===== src/rtl/pipe_ctrl_pkg.sv =====
// Shared constants for the pipeline control unit: stall vectors, flag levels
// and INT sequencing state encodings.
package pipe_ctrl_pkg;

   localparam int ADDR_W  = 16;
   localparam int STALL_W = 6;
   localparam int CNT_W   = 16;

   localparam logic [STALL_W-1:0] StallNone    = 6'b000000;
   localparam logic [STALL_W-1:0] StallLoadUse = 6'b000111;
   localparam logic [STALL_W-1:0] StallInt     = 6'b000011;
   localparam logic [STALL_W-1:0] StallFetch   = 6'b000001;

   localparam logic StallYes      = 1'b1;
   localparam logic StallNo       = 1'b0;
   localparam logic BranchFlagUp  = 1'b1;
   localparam logic BranchFlagDown = 1'b0;
   localparam logic RstEnable     = 1'b0;

   localparam logic [CNT_W-1:0] CntMax = {CNT_W{1'b1}};

   typedef enum logic {
      INT_IDLE = 1'b0,
      INT_SAVE = 1'b1
   } int_state_e;

endpackage


===== src/rtl/pipe_ctrl.sv =====
// Pipeline control: stall vector arbitration, IF/ID flush, PC redirect with a
// pending-branch holding register, and the two-phase INT sequencer.
//
// state    | meaning
// INT_IDLE | no INT in flight; a phase-1 request stalls PC and IF/ID
// INT_SAVE | INT2 sits in ID; return to idle once IF/ID advances
module pipe_ctrl
   import pipe_ctrl_pkg::*;
(
   input  logic              clk,
   input  logic              rst,
   input  logic              id_stall_req,
   input  logic              id_stall_req_int,
   input  logic              id_branch_flag,
   input  logic [ADDR_W-1:0] id_branch_addr,
   input  logic              mem_stall_req,
   output logic [STALL_W-1:0] stall,
   output logic              flush_ifid,
   output logic              pc_branch_flag,
   output logic [ADDR_W-1:0] pc_branch_addr,
   output logic              int_state,
   output logic [CNT_W-1:0]  stall_cnt
);

   int_state_e        int_q, int_d;
   logic              pend_valid_q, pend_valid_d;
   logic [ADDR_W-1:0] pend_addr_q, pend_addr_d;
   logic [CNT_W-1:0]  cnt_q, cnt_d;

   logic              branch_acc;

   always_ff @(posedge clk) begin
      if (rst == RstEnable) begin
         int_q        <= INT_IDLE;
         pend_valid_q <= 1'b0;
         pend_addr_q  <= '0;
         cnt_q        <= '0;
      end else begin
         int_q        <= int_d;
         pend_valid_q <= pend_valid_d;
         pend_addr_q  <= pend_addr_d;
         cnt_q        <= cnt_d;
      end
   end

   always_comb begin
      stall          = StallNone;
      flush_ifid     = 1'b0;
      pc_branch_flag = BranchFlagDown;
      pc_branch_addr = '0;
      int_d          = int_q;
      pend_valid_d   = pend_valid_q;
      pend_addr_d    = pend_addr_q;
      cnt_d          = cnt_q;
      branch_acc     = 1'b0;

      if (rst != RstEnable) begin
         // A load-use stall wins outright: the branch operand is not valid yet.
         if (id_stall_req)
            stall = StallLoadUse;
         else if (id_stall_req_int && (int_q == INT_IDLE))
            stall = StallInt;
         else if (mem_stall_req)
            stall = StallFetch;

         flush_ifid = mem_stall_req & ~stall[1];
         branch_acc = id_branch_flag & ~id_stall_req;

         if (stall[0] == StallYes) begin
            if (branch_acc) begin
               pend_valid_d = 1'b1;
               pend_addr_d  = id_branch_addr;
            end
         end else if (pend_valid_q) begin
            pc_branch_flag = BranchFlagUp;
            pc_branch_addr = pend_addr_q;
            pend_valid_d   = 1'b0;
         end else if (branch_acc) begin
            pc_branch_flag = BranchFlagUp;
            pc_branch_addr = id_branch_addr;
         end

         case (int_q)
            INT_IDLE: if (id_stall_req_int && !id_stall_req) int_d = INT_SAVE;
            INT_SAVE: if (stall[1] == StallNo) int_d = INT_IDLE;
            default:  int_d = INT_IDLE;
         endcase

         if ((stall[0] == StallYes) && (cnt_q != CntMax))
            cnt_d = cnt_q + 1'b1;
      end
   end

   assign int_state = int_q;
   assign stall_cnt = cnt_q;

endmodule

===== config.mk =====
export PLATFORM = sky130hd
export DESIGN_NAME = pipe_ctrl
export DESIGN_NICKNAME = d
export VERILOG_FILES = /design/src/rtl/pipe_ctrl_pkg.sv /design/src/rtl/pipe_ctrl.sv
export SDC_FILE = /design/constraint.sdc
export NUM_CORES = 1
export LEC_CHECK = 0
export CORE_MARGIN = 1
export CORE_UTILIZATION = 42
export CTS_BUF_LIST = sky130_fd_sc_hd__clkbuf_4
export DETAILED_ROUTE_END_ITERATION = 8
export GPL_ROUTABILITY_DRIVEN = 0
export PLACE_DENSITY = 0.79
export RECOVER_POWER = 25
export SLEW_MARGIN = 30
export SYNTH_ARGS = -nofsm -noshare
export SYNTH_HDL_FRONTEND = slang
export SYNTH_SLANG_ARGS = --single-unit

===== constraint.sdc =====
create_clock -name clk -period 2.1 [get_ports clk]
set_clock_uncertainty 0.2 [all_clocks]
set_input_delay 0.42 -clock clk [delete_from_list [all_inputs] [get_ports clk]]
set_output_delay 0.42 -clock clk [all_outputs]
set_load 0.1 [all_outputs]

==> metrics.md <==
| Metric | Value |
|---|---|
| Initial antenna violation count | 0 |
| Cells after synthesis | around 200 |
| Worst Hold Margin | about 0.31 ns |
| Die H | between 60 and 70 um |
| Worst-Margin Slew | 0.5408 ns |
| Vias in the first global route | between 1500 and 2000 |
| Bufs on Longest Clock Path | 2 |
| TritonCTS Sinks | 34 |
| Slew HR | 0.6410 |
| Crit path kind | primary input to output pin |
| Share of post-route cells with drive strength above 1 | 0.4190 |
| Slew Viols, Final | 0 |
| Final setup fails | 17 |
| Failing checks | setup timing |
| NetSw | around 490 uW |
| TritonCTS buffer count | 5 |
| Placed cell areas | ~3200 sq um |
| DR WL met2 | 2.480 mm |
| H-tree levels | 2 |
| CP arrival | 1.66 ns |
| WP data required | about 1.5 ns |
| Reg2reg path depth | 6 |
| Post-synth top area cell | dfxtp_1 |
| WL per Instance | 14.68 um |
| Uppermost layer routed | met4 |
| Initial DRT Pass Iterations | 4 |
| DR vias/cell | approximately 5.6 |
| Gr ovfl total | 0 |
| Startpoint types | primary input |
| Final min period | about 2.3 ns |
| # rows | 23 |
| Switching Share | 0.3379 |
| Final Net Count | about 310 |
| CP cell instances | buf_2 -> or2_1 -> or3_4 -> buf_12 -> nor2_4 -> buf_12 |
| Primary FF master, synth | dfxtp_1 |
| Antenna diodes | 0 |
| Area grow syn2layout | 72.99% |
| Most used cell, CP | buf_12 |
| Vias | roughly 1900 |
| Sequential area share after synthesis | 0.3701 |
| HP Start | pend_addr_q[2]$_SDFFE_PN0P_ |
| Clk pwr share | 0.247 |
| Total GRT Usage | 0.2310 |
| I/O Buffers | 59 |
| CTS root buf | clkbuf_4 |
| Critical Path Sink Type | output pin |
| Top cells by area in the synthesized netlist | dfxtp_1 37%, mux2i_1 17%, nor2_1 8.2%, a21oi_1 3.5%, o31ai_1 3.3% |
| CP Launch Point | id_stall_req |
| Reg power frac | 0.473 |
| Final hold vios | 0 |
| Comb power frac | 0.281 |
| Clk_lat worst skew | 0.36 ns |
| Seq cells post-synth | 34 |
| CP max stage delay | about 0.41 ns |
| Core footprint | ~4100 sq um |
| Max Cap Viol | 0 |
| Status | complete, but fails checks |
| Ys Warns | 0 |
| Critical path depth in cells | 6 |
| I/O pin count | 63 |
| Detail Route met3 WL | roughly 380 um |
| Pleak | 1.286 nW |
| CTS tree | done |
| Synth cell types | between 40 and 50 |
| DRT Wirelength | between 4 and 5 mm |
| Tightest Hold Check Type | flip-flop to flip-flop |
| Slowest CP cell | or3_4 |
| Wl on met1 | 1.950 mm |
| Final worst slack | -0.1754 ns |
| First-pass GRT wire length | approximately 7.8 mm |
| Worst Path Buf+Inv | 3 |
| DIE AREA | between 4000 and 5000 sq um |
| Synthesized area per cell | roughly 9 sq um |
| Delay-heaviest family, CP | simple AND/OR/NAND/NOR gates |
| Fill count | approximately 290 |
| Tot Pwr | 1.441 mW |
| Tcrit/Tclk final | 1.084 |
| Maximum VDD drop | 311.1 uV |
| Drt initial violations | 114 |
| Post-layout util | 0.7732 |
| Synth Cell Area | between 1500 and 2000 sq um |
| Post-synth top area share | 0.3701 |
| RSZ-0062 raised after global routing | yes |
| Design Area, Final | approximately 3200 sq um |
| Worst r2r src | stall_cnt[0]$_SDFFE_PN0P_ |
| FMAX | about 440 MHz |
| Routed Antenna Nets | 0 |
| Crit Path Max Fanout | 8 |
| Detailed Place HPWL | 3.588 mm |
| Largest net degree at the start of global routing | 18 |
| Worst Hold Depth | 2 |
| Pint | 954.0 uW |
| Post-synth EDFFs | 0 |
| Asr flop ratio synth | 0 |
| Power Dens Cells | 452.8 nW/um^2 |
| Initial Util | 0.4469 |
| DRC viols | 0 |
| Clock slew at reported path FFs | about 0.090 ns |
| Width of the die | slightly below 70 um |
flip-flops by register name, indices dropped and copies added (netlist names):
signal and flops:
pend_addr_q 16, int_state 1, pend_valid_q 1, stall_cnt 16
Yosys cell counts (all sizes together), types with 2 or more instances:
cell / instances
a21oi: 13
and3: 3
and4: 2
buf: 12
clkbuf: 4
dfxtp: 34
inv: 5
mux2i: 32
nand2: 3
nand3: 5
nand4: 5
nor2: 40
nor2b: 2
nor4: 3
o21a: 3
o21ai: 6
o31a: 2
o31ai: 8
or3: 4
or3b: 2
or4: 8
area by class of cell:
class                           instances  area [sq um]  area share
Multi-Input combinational cell        152          1220      0.3834
Timing Repair Buffer                   86          1117      0.3512
Sequential cell                        34         710.7      0.2234
Tap cell                               50         62.56     0.01966
Clock buffer                            6         45.04     0.01416
Inverter                                5         22.52    0.007078
Clock inverter                          1         3.754    0.001180
worst reg2reg max path: stages (launching register included):
cell and delay, ns:
dfxtp_4 0.39, ha_1 0.19, nand3_2 0.12, o21bai_1 0.18, buf_4 0.17, or4_1 0.47
a21oi_1 0.14
worst paths after layout:
path	to	slack, ns
max	pc_branch_addr[11]	-0.18
min	pend_addr_q[2]$_SDFFE_PN0P_	0.31
max reg2reg	stall_cnt[14]$_SDFFE_PN0P_	0.17
min reg2reg	pend_addr_q[2]$_SDFFE_PN0P_	0.31
layout by cell type (no fill, tap or decap), types with 4 or more instances in the layout:
master,synthesis,routed
dfxtp_2,0,6
clkdlybuf4s50_1,0,16
clkbuf_4,0,6
a21oi_1,13,13
nor2_4,0,18
dfxtp_4,0,6
inv_1,5,4
o31ai_1,8,8
nand3_1,5,4
buf_12,0,36
clkbuf_2,1,4
nor2_1,40,20
dfxtp_1,34,22
mux2i_1,32,32
or4_1,8,8
buf_4,4,22
repair_timing:
item	4_1_cts	5_1_grt
resized for setup	22	3
setup endpoints to repair	21	21
hold buffers	0	0
pin swaps	6	6
buffers inserted	3	1
kinds of logic (layout without fill, tap and decap cells):
kind of cell,after synthesis,count (layout),synth area share
buf+inv,21,98,0.06326
flops,34,34,0.3701
compound gates,36,36,0.1381
simple gates,80,80,0.2456
fa+ha+maj,1,1,0.006802
other cells,1,3,0.002039
mux,32,32,0.1742
layer usage:
layer	track usage	up-vias
met5	0	-
met3	0.07833	11
met1	0.2677	888
met2	0.3787	74
met4	0.1094	0
li1	-	898
power by group through the flow:
stage	sequential [mW]	clock (mW)	combinational, mW
floorplan	0.739	0	0.220
global placement	0.696	0	0.401
detailed placement	0.698	0	0.407
CTS	0.683	0.367	0.417
global route	0.684	0.396	0.426
finish	0.681	0.356	0.404
per-stage QoR:
step	instances	setup WS, ns	setup TNS (ns)
floorplan	207	-0.4747	-7.230
global placement	323	-0.5115	-13.91
detailed placement	323	-0.5673	-15.25
CTS	333	-0.2129	-2.963
global route	334	-0.2220	-3.580
finish	334	-0.1754	-2.690
Power figures use the tool's default switching activity.
